<file path="src/rtl/mem_port_arbiter_pkg.sv">
// Shared constants and types for the rv32 memory-port arbiter.
// Request function/mask encodings match the core's M_* / MT_* values.
package mem_port_arbiter_pkg;

    localparam int TYP_W = 3;

    localparam logic M_XRD = 1'b0;
    localparam logic M_XWR = 1'b1;

    localparam logic [TYP_W-1:0] MT_X  = 3'd0;
    localparam logic [TYP_W-1:0] MT_B  = 3'd1;
    localparam logic [TYP_W-1:0] MT_H  = 3'd2;
    localparam logic [TYP_W-1:0] MT_W  = 3'd3;
    localparam logic [TYP_W-1:0] MT_D  = 3'd4;
    localparam logic [TYP_W-1:0] MT_BU = 3'd5;
    localparam logic [TYP_W-1:0] MT_HU = 3'd6;
    localparam logic [TYP_W-1:0] MT_WU = 3'd7;

    typedef enum logic {OWN_I = 1'b0, OWN_D = 1'b1} t_owner;
    typedef enum logic {ARB_IDLE = 1'b0, ARB_BUSY = 1'b1} t_arb_state;

endpackage

</file>
<file path="src/rtl/mem_port_arbiter_if.sv">
// Request/response memory port. The master issues requests; the slave
// accepts them and returns one response per accepted request.
interface mem_port_arbiter_if
    import mem_port_arbiter_pkg::*;
#(
    parameter int XLEN = 32
);
    logic             req_valid;
    logic             req_ready;
    logic [XLEN-1:0]  req_addr;
    logic [XLEN-1:0]  req_data;
    logic             req_fcn;
    logic [TYP_W-1:0] req_typ;
    logic             resp_valid;
    logic [XLEN-1:0]  resp_data;

    modport master (
        output req_valid, req_addr, req_data, req_fcn, req_typ,
        input  req_ready, resp_valid, resp_data
    );

    modport slave (
        input  req_valid, req_addr, req_data, req_fcn, req_typ,
        output req_ready, resp_valid, resp_data
    );

endinterface

</file>
<file path="src/rtl/mem_port_arbiter_arb_prio_pick.sv">
// Two-way picker: dmem by default, imem once it has lost STARVE_LIMIT
// consecutive contested grants. Holds the starvation counter.
module arb_prio_pick
    import mem_port_arbiter_pkg::*;
#(
    parameter int STARVE_LIMIT = 4,
    parameter int CNT_W        = 4
) (
    input  logic   clk,
    input  logic   rst,
    input  logic   i_valid,
    input  logic   d_valid,
    input  logic   accept,
    output t_owner winner
);
    localparam logic [CNT_W-1:0] LIMIT = CNT_W'(STARVE_LIMIT);

    logic [CNT_W-1:0] starve_cnt_q, starve_cnt_d;

    always_comb begin
        winner = OWN_D;
        if (i_valid && (!d_valid || starve_cnt_q >= LIMIT))
            winner = OWN_I;
    end

    // Only contested dmem wins count; uncontested ones leave the counter alone.
    always_comb begin
        starve_cnt_d = starve_cnt_q;
        if (accept) begin
            if (winner == OWN_I)
                starve_cnt_d = '0;
            else if (i_valid && starve_cnt_q < LIMIT)
                starve_cnt_d = starve_cnt_q + 1'b1;
        end
    end

    always_ff @(posedge clk or posedge rst) begin
        if (rst)
            starve_cnt_q <= '0;
        else
            starve_cnt_q <= starve_cnt_d;
    end

endmodule

</file>
<file path="src/rtl/mem_port_arbiter.sv">
// Shares one memory port between fetch (imem) and load/store (dmem),
// keeping a single transaction outstanding and routing its response back.
module mem_port_arbiter
    import mem_port_arbiter_pkg::*;
#(
    parameter int XLEN         = 32,
    parameter int STARVE_LIMIT = 4,
    parameter int CNT_W        = 4
) (
    input  logic                  clk,
    input  logic                  rst,
    mem_port_arbiter_if.slave     imem,
    mem_port_arbiter_if.slave     dmem,
    mem_port_arbiter_if.master    mem,
    output logic                  err_spurious
);
    t_arb_state state_q, state_d;
    t_owner     owner_q, owner_d;
    logic       err_q, err_d;

    t_owner winner;
    logic   resp_hit, issue_ok, any_valid, accept;

    // A response frees the port in the same cycle, so a new request can go out.
    assign resp_hit  = (state_q == ARB_BUSY) && mem.resp_valid;
    assign issue_ok  = (state_q == ARB_IDLE) || resp_hit;
    assign any_valid = imem.req_valid || dmem.req_valid;
    assign accept    = !rst && issue_ok && any_valid && mem.req_ready;

    arb_prio_pick #(
        .STARVE_LIMIT (STARVE_LIMIT),
        .CNT_W        (CNT_W)
    ) u_pick (
        .clk     (clk),
        .rst     (rst),
        .i_valid (imem.req_valid),
        .d_valid (dmem.req_valid),
        .accept  (accept),
        .winner  (winner)
    );

    always_ff @(posedge clk or posedge rst) begin
        if (rst) begin
            state_q <= ARB_IDLE;
            owner_q <= OWN_I;
            err_q   <= 1'b0;
        end else begin
            state_q <= state_d;
            owner_q <= owner_d;
            err_q   <= err_d;
        end
    end

    always_comb begin
        state_d = state_q;
        owner_d = owner_q;
        err_d   = err_q;
        if (accept) begin
            state_d = ARB_BUSY;
            owner_d = winner;
        end else if (resp_hit) begin
            state_d = ARB_IDLE;
        end
        if (state_q == ARB_IDLE && mem.resp_valid)
            err_d = 1'b1;
    end

    always_comb begin
        mem.req_valid   = 1'b0;
        mem.req_addr    = '0;
        mem.req_data    = '0;
        mem.req_fcn     = M_XRD;
        mem.req_typ     = MT_X;
        imem.req_ready  = 1'b0;
        dmem.req_ready  = 1'b0;
        imem.resp_valid = 1'b0;
        imem.resp_data  = '0;
        dmem.resp_valid = 1'b0;
        dmem.resp_data  = '0;
        if (!rst) begin
            mem.req_valid = issue_ok && any_valid;
            if (winner == OWN_I) begin
                mem.req_addr = imem.req_addr;
                mem.req_typ  = MT_WU;
            end else begin
                mem.req_addr = dmem.req_addr;
                mem.req_data = dmem.req_data;
                mem.req_fcn  = dmem.req_fcn;
                mem.req_typ  = dmem.req_typ;
            end
            imem.req_ready = accept && (winner == OWN_I);
            dmem.req_ready = accept && (winner == OWN_D);
            if (resp_hit && owner_q == OWN_I) begin
                imem.resp_valid = 1'b1;
                imem.resp_data  = mem.resp_data;
            end
            if (resp_hit && owner_q == OWN_D) begin
                dmem.resp_valid = 1'b1;
                dmem.resp_data  = mem.resp_data;
            end
        end
    end

    assign err_spurious = err_q;

endmodule

</file>
<file path="src/flat_wrapper.sv">
// flat-port wrapper written by rule: the top's interface ports become plain ports
module mem_port_arbiter_flat import mem_port_arbiter_pkg::*;
#(
    parameter int XLEN         = 32,
    parameter int STARVE_LIMIT = 4,
    parameter int CNT_W        = 4
)
  (clk, rst, err_spurious, imem_req_valid, imem_req_addr, imem_req_data, imem_req_fcn, imem_req_typ, imem_req_ready, imem_resp_valid, imem_resp_data, dmem_req_valid, dmem_req_addr, dmem_req_data, dmem_req_fcn, dmem_req_typ, dmem_req_ready, dmem_resp_valid, dmem_resp_data, mem_req_valid, mem_req_addr, mem_req_data, mem_req_fcn, mem_req_typ, mem_req_ready, mem_resp_valid, mem_resp_data);
  mem_port_arbiter_if #(.XLEN(XLEN)) imem_i ();
  mem_port_arbiter_if #(.XLEN(XLEN)) dmem_i ();
  mem_port_arbiter_if #(.XLEN(XLEN)) mem_i ();
  input  logic clk;
  input  logic rst;
  output logic err_spurious;
  input wire logic [$bits(imem_i.req_valid)-1:0] imem_req_valid;
  input wire logic [$bits(imem_i.req_addr)-1:0] imem_req_addr;
  input wire logic [$bits(imem_i.req_data)-1:0] imem_req_data;
  input wire logic [$bits(imem_i.req_fcn)-1:0] imem_req_fcn;
  input wire logic [$bits(imem_i.req_typ)-1:0] imem_req_typ;
  output wire logic [$bits(imem_i.req_ready)-1:0] imem_req_ready;
  output wire logic [$bits(imem_i.resp_valid)-1:0] imem_resp_valid;
  output wire logic [$bits(imem_i.resp_data)-1:0] imem_resp_data;
  input wire logic [$bits(dmem_i.req_valid)-1:0] dmem_req_valid;
  input wire logic [$bits(dmem_i.req_addr)-1:0] dmem_req_addr;
  input wire logic [$bits(dmem_i.req_data)-1:0] dmem_req_data;
  input wire logic [$bits(dmem_i.req_fcn)-1:0] dmem_req_fcn;
  input wire logic [$bits(dmem_i.req_typ)-1:0] dmem_req_typ;
  output wire logic [$bits(dmem_i.req_ready)-1:0] dmem_req_ready;
  output wire logic [$bits(dmem_i.resp_valid)-1:0] dmem_resp_valid;
  output wire logic [$bits(dmem_i.resp_data)-1:0] dmem_resp_data;
  output wire logic [$bits(mem_i.req_valid)-1:0] mem_req_valid;
  output wire logic [$bits(mem_i.req_addr)-1:0] mem_req_addr;
  output wire logic [$bits(mem_i.req_data)-1:0] mem_req_data;
  output wire logic [$bits(mem_i.req_fcn)-1:0] mem_req_fcn;
  output wire logic [$bits(mem_i.req_typ)-1:0] mem_req_typ;
  input wire logic [$bits(mem_i.req_ready)-1:0] mem_req_ready;
  input wire logic [$bits(mem_i.resp_valid)-1:0] mem_resp_valid;
  input wire logic [$bits(mem_i.resp_data)-1:0] mem_resp_data;
  assign imem_i.req_valid = imem_req_valid;
  assign imem_i.req_addr = imem_req_addr;
  assign imem_i.req_data = imem_req_data;
  assign imem_i.req_fcn = imem_req_fcn;
  assign imem_i.req_typ = imem_req_typ;
  assign imem_req_ready = imem_i.req_ready;
  assign imem_resp_valid = imem_i.resp_valid;
  assign imem_resp_data = imem_i.resp_data;
  assign dmem_i.req_valid = dmem_req_valid;
  assign dmem_i.req_addr = dmem_req_addr;
  assign dmem_i.req_data = dmem_req_data;
  assign dmem_i.req_fcn = dmem_req_fcn;
  assign dmem_i.req_typ = dmem_req_typ;
  assign dmem_req_ready = dmem_i.req_ready;
  assign dmem_resp_valid = dmem_i.resp_valid;
  assign dmem_resp_data = dmem_i.resp_data;
  assign mem_req_valid = mem_i.req_valid;
  assign mem_req_addr = mem_i.req_addr;
  assign mem_req_data = mem_i.req_data;
  assign mem_req_fcn = mem_i.req_fcn;
  assign mem_req_typ = mem_i.req_typ;
  assign mem_i.req_ready = mem_req_ready;
  assign mem_i.resp_valid = mem_resp_valid;
  assign mem_i.resp_data = mem_resp_data;
  mem_port_arbiter #(.XLEN(XLEN), .STARVE_LIMIT(STARVE_LIMIT), .CNT_W(CNT_W)) u_core (.clk(clk), .rst(rst), .imem(imem_i), .dmem(dmem_i), .mem(mem_i), .err_spurious(err_spurious));
endmodule
</file>
<file path="config.mk">
export PLATFORM = sky130hd
export DESIGN_NAME = mem_port_arbiter_flat
export DESIGN_NICKNAME = d
export VERILOG_FILES = /design/src/rtl/mem_port_arbiter_pkg.sv /design/src/rtl/mem_port_arbiter_if.sv /design/src/rtl/mem_port_arbiter_arb_prio_pick.sv /design/src/rtl/mem_port_arbiter.sv /design/src/flat_wrapper.sv
export SDC_FILE = /design/constraint.sdc
export NUM_CORES = 1
export LEC_CHECK = 0
export BUFFER_PORTS_ARGS = -buffer_cell sky130_fd_sc_hd__buf_2
export CAP_MARGIN = 10
export CORE_AREA = 2 2 120 122
export DETAILED_ROUTE_END_ITERATION = 6
export DIE_AREA = 0 0 122 124
export PLACE_DENSITY = 0.49
export SYNTH_ARGS = -nofsm -noshare
export SYNTH_HDL_FRONTEND = slang
export SYNTH_SLANG_ARGS = --single-unit
</file>
<file path="constraint.sdc">
create_clock -name clk -period 3.8 [get_ports clk]
set_clock_uncertainty 0.1 [all_clocks]
set_input_delay 0.38 -clock clk [delete_from_list [all_inputs] [get_ports clk]]
set_output_delay 0.38 -clock clk [all_outputs]
set_load 0.005 [all_outputs]
</file>
Word-level counts from Yosys, hierarchy flattened
Index checks and enable logic that the tools add are counted.
{"block": "word_totals", "register_bits": 7, "wordCells": 53, "input_bits": 174, "output_inout_bits": 138}
{"block": "classes", "n_addsub": 1, "n_lt_le_gt_ge": 2, "mux": 24, "n_bitwise": 2, "n_reduce_logical": 20}
{"op": "$mux W32", "n": 8}
{"op": "$logic_and A1 B1 Y1", "n": 12}
{"op": "$mux W1", "n": 12}
{"op": "$mux W4", "n": 2}
{"op": "$mux W3", "n": 2}
{"op": "$add A4 B1 Y4 const B", "n": 1}
{"op": "$ge A4 B3 Y1 const B", "n": 1}
{"op": "$lt A4 B3 Y1 const B", "n": 1}
{"op": "$reduce_bool A2 Y1", "n": 2}
{"op": "$logic_or A1 B1 Y1", "n": 3}
{"op": "$logic_not A1 Y1", "n": 2}
{"op": "$not A1 Y1", "n": 2}
{"op": "$reduce_and A2 Y1", "n": 1}

Depth between registers and ports, before layout
Gate-level depths: netlist of the first run.
{"block": "logic_depth", "word_depth": 7, "depth_mapped": 5, "mapped_depth_nobuf": 4}

Cells and area by module
A second synthesis of the first run with hierarchy kept.
{"block": "unflattened", "cells_unflattened": 220, "area_unflattened_um2": 1535.2}
{"module": "mem_port_arbiter", "seq_area_each_um2": 75.1, "area_per_inst_um2": 1343.8, "cells_each": 203, "n_inst": 1}
{"module": "arb_prio_pick", "seq_area_each_um2": 100.1, "area_per_inst_um2": 191.4, "cells_each": 17, "n_inst": 1}

Worst setup path after synthesis of the first run
OpenSTA, ideal clock, no wires.
{"block": "synth_timing", "kind": "register to output", "from": "register u_core.u_pick.starve_cnt_q[2]", "to": "output mem_req_addr[10]", "arrival_time_ns": 1.380, "n_path_buf": 2, "stages_incl_launch_ff": 6, "slack_ns": 1.940, "path_cell_list": "dfrtp_1 > or3b_1 > and2_4 > buf_6 > buf_8 > a31o_1"}
{"block": "synth_via", "elab_chain_len": 5}
{"item": "from (decl)", "line_no": "mem_port_arbiter_arb_prio_pick.sv:18", "text": "logic [CNT_W-1:0] starve_cnt_q, starve_cnt_d;"}
{"item": "from (signal assigned)", "line_no": "mem_port_arbiter_arb_prio_pick.sv:41", "text": "starve_cnt_q <= starve_cnt_d;"}
{"item": "$ge A4 B3 Y1", "line_no": "mem_port_arbiter_arb_prio_pick.sv:22", "text": "if (i_valid && (!d_valid || starve_cnt_q >= LIMIT))"}
{"item": "$logic_or A1 B1 Y1", "line_no": "mem_port_arbiter_arb_prio_pick.sv:22"}
{"item": "$logic_and A1 B1 Y1", "line_no": "mem_port_arbiter_arb_prio_pick.sv:22"}
{"item": "$mux W32", "line_no": "mem_port_arbiter.sv:82", "text": "if (winner == OWN_I) begin"}
{"item": "$mux W32", "line_no": "mem_port_arbiter.sv:80", "text": "if (!rst) begin"}
{"item": "to (decl)", "line_no": "flat_wrapper.sv:32", "text": "output wire logic [$bits(mem_i.req_addr)-1:0] mem_req_addr;"}
Every way passes these cells.

Worst setup path in the final report of the first run
{"block": "layout_timing", "from": "input rst", "to": "output dmem_resp_data[26]"}
{"block": "layout_via", "elab_chain_len": 1}
{"item": "from (decl)", "line_no": "flat_wrapper.sv:13", "text": "input logic rst;"}
{"item": "$mux W32", "line_no": "mem_port_arbiter.sv:80"}
{"item": "to (decl)", "line_no": "flat_wrapper.sv:30", "text": "output wire logic [$bits(dmem_i.resp_data)-1:0] dmem_resp_data;"}
Every way passes these cells.

==> results of run 1 <==
==> cell usage in the layout, fill, tap and decap left out, drive strengths merged <==
| master | synthesis | final |
|---|---|---|
| inv | 4 | 4 |
| nor3 | 2 | 2 |
| nand2b | 32 | 32 |
| a21o | 1 | 1 |
| nand2 | 2 | 2 |
| nor2 | 6 | 6 |
| nor2b | 2 | 2 |
| and4 | 1 | 1 |
| ha | 1 | 1 |
| a21oi | 33 | 33 |
| o21ai | 1 | 1 |
| o21a | 3 | 3 |
| nor4b | 1 | 1 |
| clkbuf | 14 | 4 |
| and2 | 98 | 98 |
| or3b | 1 | 1 |
| a31o | 32 | 32 |
| or4b | 1 | 1 |
| dfrtp | 7 | 7 |
| buf | 14 | 278 |
| mux2 | 4 | 4 |
==> stage by stage <==
stage	cell area, µm²	total power, mW	std cells	utilization [%]
2_1_floorplan	1850	0.271	260	-
3_3_place_gp	3280	0.409	690	23.9
3_5_place_dp	3280	0.409	690	23.9
4_1_cts	3360	0.590	694	24.5
5_1_grt	3360	0.631	694	24.5
6_report	3360	0.581	694	24.5
==> cell families (layout without fill, tap and decap cells) <==
kind of cell	Yosys count	after routing	share of synthesized area [%]
flip-flops	7	7	9.47
adder cells (fa/ha/maj)	1	1	0.676
buffers and inverters	32	286	11.2
AO/OA/AOI/OAI	70	70	26.6
AND/OR/NAND/NOR	146	146	49.5
multiplexers	4	4	2.64
==> worst max-delay path, stage by stage <==
cell	delay, ns
buf_2	0.31
inv_2	0.12
and4_1	0.79
and2_1	0.27
buf_2	0.12
==> cell type report <==
type / instances / area (µm²) / area share, %
multi-input combinational: 221 / 1470 / 43.7
timing repair buffer: 278 / 1400 / 41.6
tap: 180 / 225 / 6.70
sequential: 7 / 175 / 5.21
clock buffer: 4 / 78.8 / 2.35
inverter: 4 / 15.0 / 0.447
==> registers in the layout, summed over array words and instances (netlist names) <==
name / flops
u_core.u_pick.starve_cnt_q: 4
u_core.err_spurious: 1
u_core.owner_q: 1
u_core.state_q: 1
==> routing by layer <==
| layer | GRT usage, % | part of all wire (%) | vias to the layer above |
|---|---|---|---|
| met4 | 1.87 | 0.79 | 0 |
| met3 | 1.60 | 6.8 | 6 |
| met2 | 16.3 | 50 | 118 |
| li1 | - | - | 1379 |
| met1 | 12.9 | 42 | 1150 |
| met5 | 0 | 0 | - |
==> worst paths after layout <==
| kind | from | to | slack (ns) | cells past startpoint |
|---|---|---|---|---|
| max reg2reg | u_core.state_q$_DFFE_PP0P_ | u_core.u_pick.starve_cnt_q[0]$_DFFE_PP0P_ | 2.16 | 3 |
| min in group asynchronous | rst | u_core.u_pick.starve_cnt_q[3]$_DFFE_PP0P_ | 0.47 | 3 |
| max in group asynchronous | rst | u_core.u_pick.starve_cnt_q[1]$_DFFE_PP0P_ | 2.81 | 3 |
| min reg2reg | u_core.err_spurious$_DFFE_PP0P_ | u_core.err_spurious$_DFFE_PP0P_ | 0.35 | 1 |
| min | mem_resp_valid | u_core.state_q$_DFFE_PP0P_ | 0.30 | 2 |
| max | rst | dmem_resp_data[26] | 1.32 | 5 |
==> report_power, final <==
part | internal, mW | switching [mW]
sequential | 0.0888 | 0.00886
clock | 0.139 | 0.0380
combinational | 0.163 | 0.143
total | 0.391 | 0.190
==> summary.md, run 1 <==
| Metric | Value |
|---|---|
| Status | complete, no violations |
| Clock buffers created by TritonCTS | 3 |
| Sink Count | 7 |
| Leakage | approximately 2 nW |
| N_diodes | 0 |
| DR iter-0 viols | approximately 130 |
| Required @ worst endpoint | around 3.3 ns |
| Core footprint | around 14,000 µm² |
| Global-route wire length before repair | 11,800 µm |
| Startpoint types | primary input |
| Initial antenna violation count | 0 |
| Mean Syn Cell Area | around 7.1 µm² |
| Minimum clock period | 2.48 ns |
| WL/cell | 12.4 µm |
| Distinct cells, synth | 30 |
| Post-cts resize count | 0 |
| Seq cells post-synth | 7 |
| Via count | roughly 2,700 |
| Post-CTS setup buffer count | 0 |
| Cell Pwr Density | roughly 170 nW/µm² |
| Synth Instances | between 200 and 300 |
| Initial core utilization | 13.5% |
| Die height | about 120 µm |
| Fin crit share | between 60% and 70% |
| Largest cells by area after synthesis | and2_1 (33%), a31o_1 (12%), nand2b_1 (11%) |
| RePlAce Congestion | approximately 0.7 |
| Synth top area share | 32.8% |
| WHS | approximately 0.30 ns |
| Min-Delay Path Class | primary input to flip-flop |
| Area of the mapped netlist | 1850 µm² |
| Critical path fanouts, max | 38 |
| Hold-fix buffers at CTS | 0 |
| Fillcell total | between 1,500 and 2,000 |
| Share of layout cells above drive strength 1 | between 50% and 60% |
| RSZ-0062 raised after global routing | no |
| Drt via density | 3.82 |
| Nets | 690 |
| Root Buffer Master | clkbuf_16 |
| Max IR drop VDD | about 0.12 mV |
| Remaining DRCs | 0 |
| Setup Slack @ Placement | 1.35 ns |
| Final wirelength | approximately 8600 µm |
| Asr flop ratio synth | 100% |
| Main synth FF type | dfrtp_1 |
| Max_cap viols | 0 |
| Mapped Nets | 435 |
| Most frequent cell after synthesis | and2_1 |
| Area delta synth->final | 81.7% |
| Crit. End Element | output port |
| CTS max path bufs | 2 |
| I/O pin total | 312 |
| Setup slack after layout | 1.32 ns |
| Setup TNS | 0 ns |
| Post-route ant nets | 0 |
| Congestion Overflow GR | 0 |
| Area leader, netlist | and2_1 |
| Worst-Margin Slew | ~0.88 ns |
| Arrival @ worst endpoint | 2.00 ns |
| # setup viols final | 0 |
| Max frequency | roughly 400 MHz |
| # H-tree levels | 1 |
| Later-pin clock latency in the skew report | between 0.2 and 0.25 ns |
| Post-DP HPWL | ~6800 µm |
| Rows | 43 |
| Clock transition at the registers of the reported paths | about 0.030 ns |
| Final Hold Viols | 0 |
| IO Port Bufs | ~280 |
| Die Wd | between 100 and 150 µm |
| Max Slew Vio Count | 0 |
| Largest net degree at the start of global routing | between 40 and 50 |
| Number of global-route vias before repair | roughly 2,300 |
| Post-synth EDFFs | 0 |
| Tot GR Track Use | under 10% |
| Synthesis Warnings | 0 |
| Sequential-to-total area share from yosys stat | under 10% |
| Leading cell types by count after synthesis | and2_1 (97), a21oi_1 (32), nand2b_1 (32) |
| Crit path kind | primary input to output port |
| Die area | around 15,000 µm² |
| TritonCTS clock tree | yes |
| Relative max-transition margin | between 40% and 50% |
| DR pass1 iterations | 4 |
Power figures use the tool's default switching activity.
==> run 2: changes to the inputs <==
- ABC_AREA: not set -> 1
- CORE_AREA: 2 2 120 122 -> 2 2 121 123
- DIE_AREA: 0 0 122 124 -> 0 0 123 125
- PLACE_DENSITY: 0.49 -> 0.47
- clock period: 3.8 -> 2.3 ns (I/O delays scaled with it)
==> summary.md, run 2 <==
| Metric | Value |
|---|---|
| Status | complete, no violations |
| TritonCTS clock tree | yes |
| Post-DP HPWL | 6880 µm (+1.5%) |
| Grt met2 use | 19.9% (+3.6 points) |
| Critical path, cell by cell | nor2_1, nand2_1, nand2_4, nand2_2, nor2_1, buf_2 |
| Remaining DRCs | 0 (unchanged) |
| Final wirelength | 8220 µm (-4.1%) |
| Internal cell power | 0.593 mW (+52%) |
| Arrival @ worst endpoint | 1.75 ns (-0.25 ns) |
| Sink Count | 7 (unchanged) |
| CTS max path bufs | 2 (unchanged) |
| Most frequent cell after synthesis | nor2_1 |
| Clock transition at the registers of the reported paths | 0.04 ns (about the same) |
| Post-route ant nets | 0 (unchanged) |
| Flop pwr share | 16.8% (about the same) |
| DR iter-0 viols | 74 (-44%) |
| Synth Instances | 337 (+30%) |
| Clk network pwr share | 32.1% (+1.6 points) |
| Asr flop ratio synth | 100% (unchanged) |
| Distinct cells, synth | 21 (-30%) |
| Reg2Reg Setup Slack | 0.89 ns (-1.27 ns) |
| Main synth FF type | dfrtp_1 |
| Sequential-to-total area share from yosys stat | 11.1% (+1.6 points) |
| Mean Syn Cell Area | 4.69 µm² (-34%) |
| IO Port Bufs | 275 (unchanged) |
| Post-Synth Simple-Gate Area | 51.7% (+2.3 points) |
| I/O pin total | 312 (unchanged) |
| Max IR drop VDD | 0.183 mV (+54%) |
| DR pass1 iterations | 4 (unchanged) |
| Fin cells | 790 (+14%) |
| Synth Area in Compound Gates | 11.1% (-16 points) |
| Met1 GRT Util | 9.55% (-3.4 points) |
| Nets | 781 (+13%) |
| Post-CTS setup buffer count | 0 (unchanged) |
| Synth top area share | 39.9% (+7.1 points) |
| R2R cell count | 6 (+3) |
| Crit path buffers/inverters | 1 (-2) |
| Leading cell type in the layout, fill and taps excluded | buf_2 |
| Die Wd | 123 µm (+0.82%) |
| Clock buffers created by TritonCTS | 3 (unchanged) |
| Slowest CP cell | nand2_2 |
| Max frequency | 482 MHz |
| WL/cell | 10.4 µm (-16%) |
| Crit. End Element | output port |
| Max Slew Vio Count | 0 (unchanged) |
| RSZ-0062 raised after global routing | no |
| Initial antenna violation count | 1 (+1) |
| Area of the mapped netlist | 1580 µm² (-14%) |
| Psw | 0.332 mW (+75%) |
| Critical path fanouts, max | 33 (-13%) |
| Worst reg2reg startpoint | u_core.u_pick.starve_cnt_q[2]$_DFFE_PP0P_ |
| Post-synth EDFFs | 0 (unchanged) |
| Later-pin clock latency in the skew report | 0.23 ns (about the same) |
| Die height | 125 µm (+0.81%) |
| Global-route wire length before repair | 11,600 µm (-1.9%) |
| Share of layout cells above drive strength 1 | 50.2% (-7.3 points) |
| Final Hold Viols | 0 (unchanged) |
| Comb pwr share | 51.1% (-1.6 points) |
| Startpoint types | flip-flop |
| Number of global-route vias before repair | 2,416 (+6.9%) |
| Worst-Margin Slew | 0.585 ns (-0.298 ns) |
| Setup TNS | 0 ns (unchanged) |
| Required @ worst endpoint | 1.97 ns (-1.35 ns) |
| Most frequent cells in the layout | buf_2 (275), nor2_1 (168), inv_1 (72), o21ai_0 (32), nand2_1 (13) |
| Leading cell types by count after synthesis | nor2_1 (168), inv_1 (72), o21ai_0 (32) |
| Area delta synth->final | 104% |
| Critical path's top delay family | simple AND/OR/NAND/NOR gates |
| Leakage | 2.31 nW (+15%) |
| Post-synthesis xor/xnor area fraction | 0% (unchanged) |
| RR Endpoint | u_core.u_pick.starve_cnt_q[1]$_DFFE_PP0P_ |
| Largest cells by area after synthesis | nor2_1 (40%), inv_1 (17%), dfrtp_1 (11%) |
| Synthesis Warnings | 0 (unchanged) |
| Largest family of logic cells by synthesized area | simple AND/OR/NAND/NOR gates |
| Met3 global-route usage | 1.55% (-0.051 points) |
| Switching Fraction | 35.9% (+3.2 points) |
| Fillcell total | 1,673 (+4.9%) |
| Fin crit share | between 90% and 100% |
| Seq cells post-synth | 7 (unchanged) |
| Root Buffer Master | clkbuf_16 |
| Cell Pwr Density | 287 nW/µm² (+66%) |
| Die area | 15,400 µm² (+1.6%) |
| Max_cap viols | 0 (unchanged) |
| Via count | 2,835 (+6.9%) |
| Tot GR Track Use | 9.48% (-0.16 points) |
| Crit path kind | flip-flop to output port |
| Drt via density | 3.59 (-6.1%) |
| Adder-cell share of the synthesized area | 0.791% (+0.11 points) |
| Largest net degree at the start of global routing | 37 (-14%) |
| Placed insts | 784 (+14%) |
| Min-Delay Path Class | primary input to asynchronous set/reset pin |
| Core footprint | 14,200 µm² (+3.5%) |
| Max stage delay on crit path | 0.37 ns (-0.42 ns) |
| Hold-fix buffers at CTS | 1 (+1) |
| Relative max-transition margin | 60.9% (+20 points) |
| # setup viols final | 0 (unchanged) |
| Top reg by flops | u_core.u_pick.starve_cnt_q |
| # H-tree levels | 1 (unchanged) |
| GRT Max-Usage Layer | met2 |
| CP dominant cell by count | nor2_1 |
| Critical Path Start | u_core.u_pick.starve_cnt_q[2]$_DFFE_PP0P_ |
| Minimum clock period | approximately 2.1 ns |
| Rows | 44 (+2.3%) |
| RePlAce Congestion | 0.699 (-0.51%) |
| Area leader, netlist | nor2_1 |
| Mapped Nets | 512 (+18%) |
| Post-synthesis mux area share | 0% (-2.6 points) |
| Congestion Overflow GR | 0 (unchanged) |
| Initial core utilization | 11.1% (-2.3 points) |
| Max reg flops | 4 (unchanged) |
| Post-cts resize count | 0 (unchanged) |
==> run 2: area by class of cell <==
type | instances | area [µm²] | area share [%]
repair buffers | 283 | 1440 | 44.7
multi-input cells | 235 | 1010 | 31.2
inverters | 76 | 288 | 8.94
well taps | 184 | 230 | 7.15
flip-flops and latches | 7 | 175 | 5.44
clock buffers | 4 | 78.8 | 2.45
diodes | 1 | 2.50 | 0.0777
==> run 2: metrics by stage <==
step	cell area, µm²	power (mW)	utilization [%]	setup slack, ns	hold WS, ns
6_report	3220	0.925	22.7	0.224	0.145
5_1_grt	3220	1.01	22.6	0.0190	0.200
4_1_cts	3220	0.942	22.6	0.193	0.178
2_1_floorplan	1580	0.384	-	0.896	0.234
3_5_place_dp	3130	0.636	22.0	0.458	0.163
3_3_place_gp	3130	0.640	22.0	0.420	0.163
==> run 2: per-layer routing <==
layer	vias up	wire length, µm
met5	-	0
met4	0	43
met3	5	870
met2	183	4230
met1	1146	3080
li1	1501	-
==> run 2: worst max path at each step <==
stage / depth (start not counted) / slack [ns] / endpoint
after floorplan: 5 / 0.90 / mem_req_addr[22]
after global placement: 6 / 0.42 / mem_req_data[30]
after detailed placement: 6 / 0.46 / mem_req_data[10]
after CTS: 6 / 0.19 / mem_req_data[10]
after global routing: 6 / 0.02 / mem_req_data[10]
final: 6 / 0.22 / mem_req_data[10]
==> run 2: cells by family (layout without fill, tap and decap cells) <==
family          count (synthesis)  in the layout
compound gates                 34             34
simple gates                  200            200
fa+ha+maj                       1              1
flops                           7              7
buf+inv                        95            363
other cells                     0              1
==> run 2: power by group through the flow <==
| stage | combinational (mW) | clock [mW] | sequential, mW |
|---|---|---|---|
| after floorplan | 0.230 | 0 | 0.154 |
| final | 0.473 | 0.297 | 0.155 |
| after global routing | 0.544 | 0.312 | 0.158 |
| after detailed placement | 0.480 | 0 | 0.156 |
| after CTS | 0.485 | 0.302 | 0.155 |
| after global placement | 0.484 | 0 | 0.156 |
==> run 2: worst reg2reg max path, stage by stage (launching register included) <==
cell and delay, ns:
dfrtp_1 0.36, nor2_1 0.10, nand2_1 0.11, nand2_4 0.20, buf_4 0.30, nand3_1 0.11
nand2_1 0.08
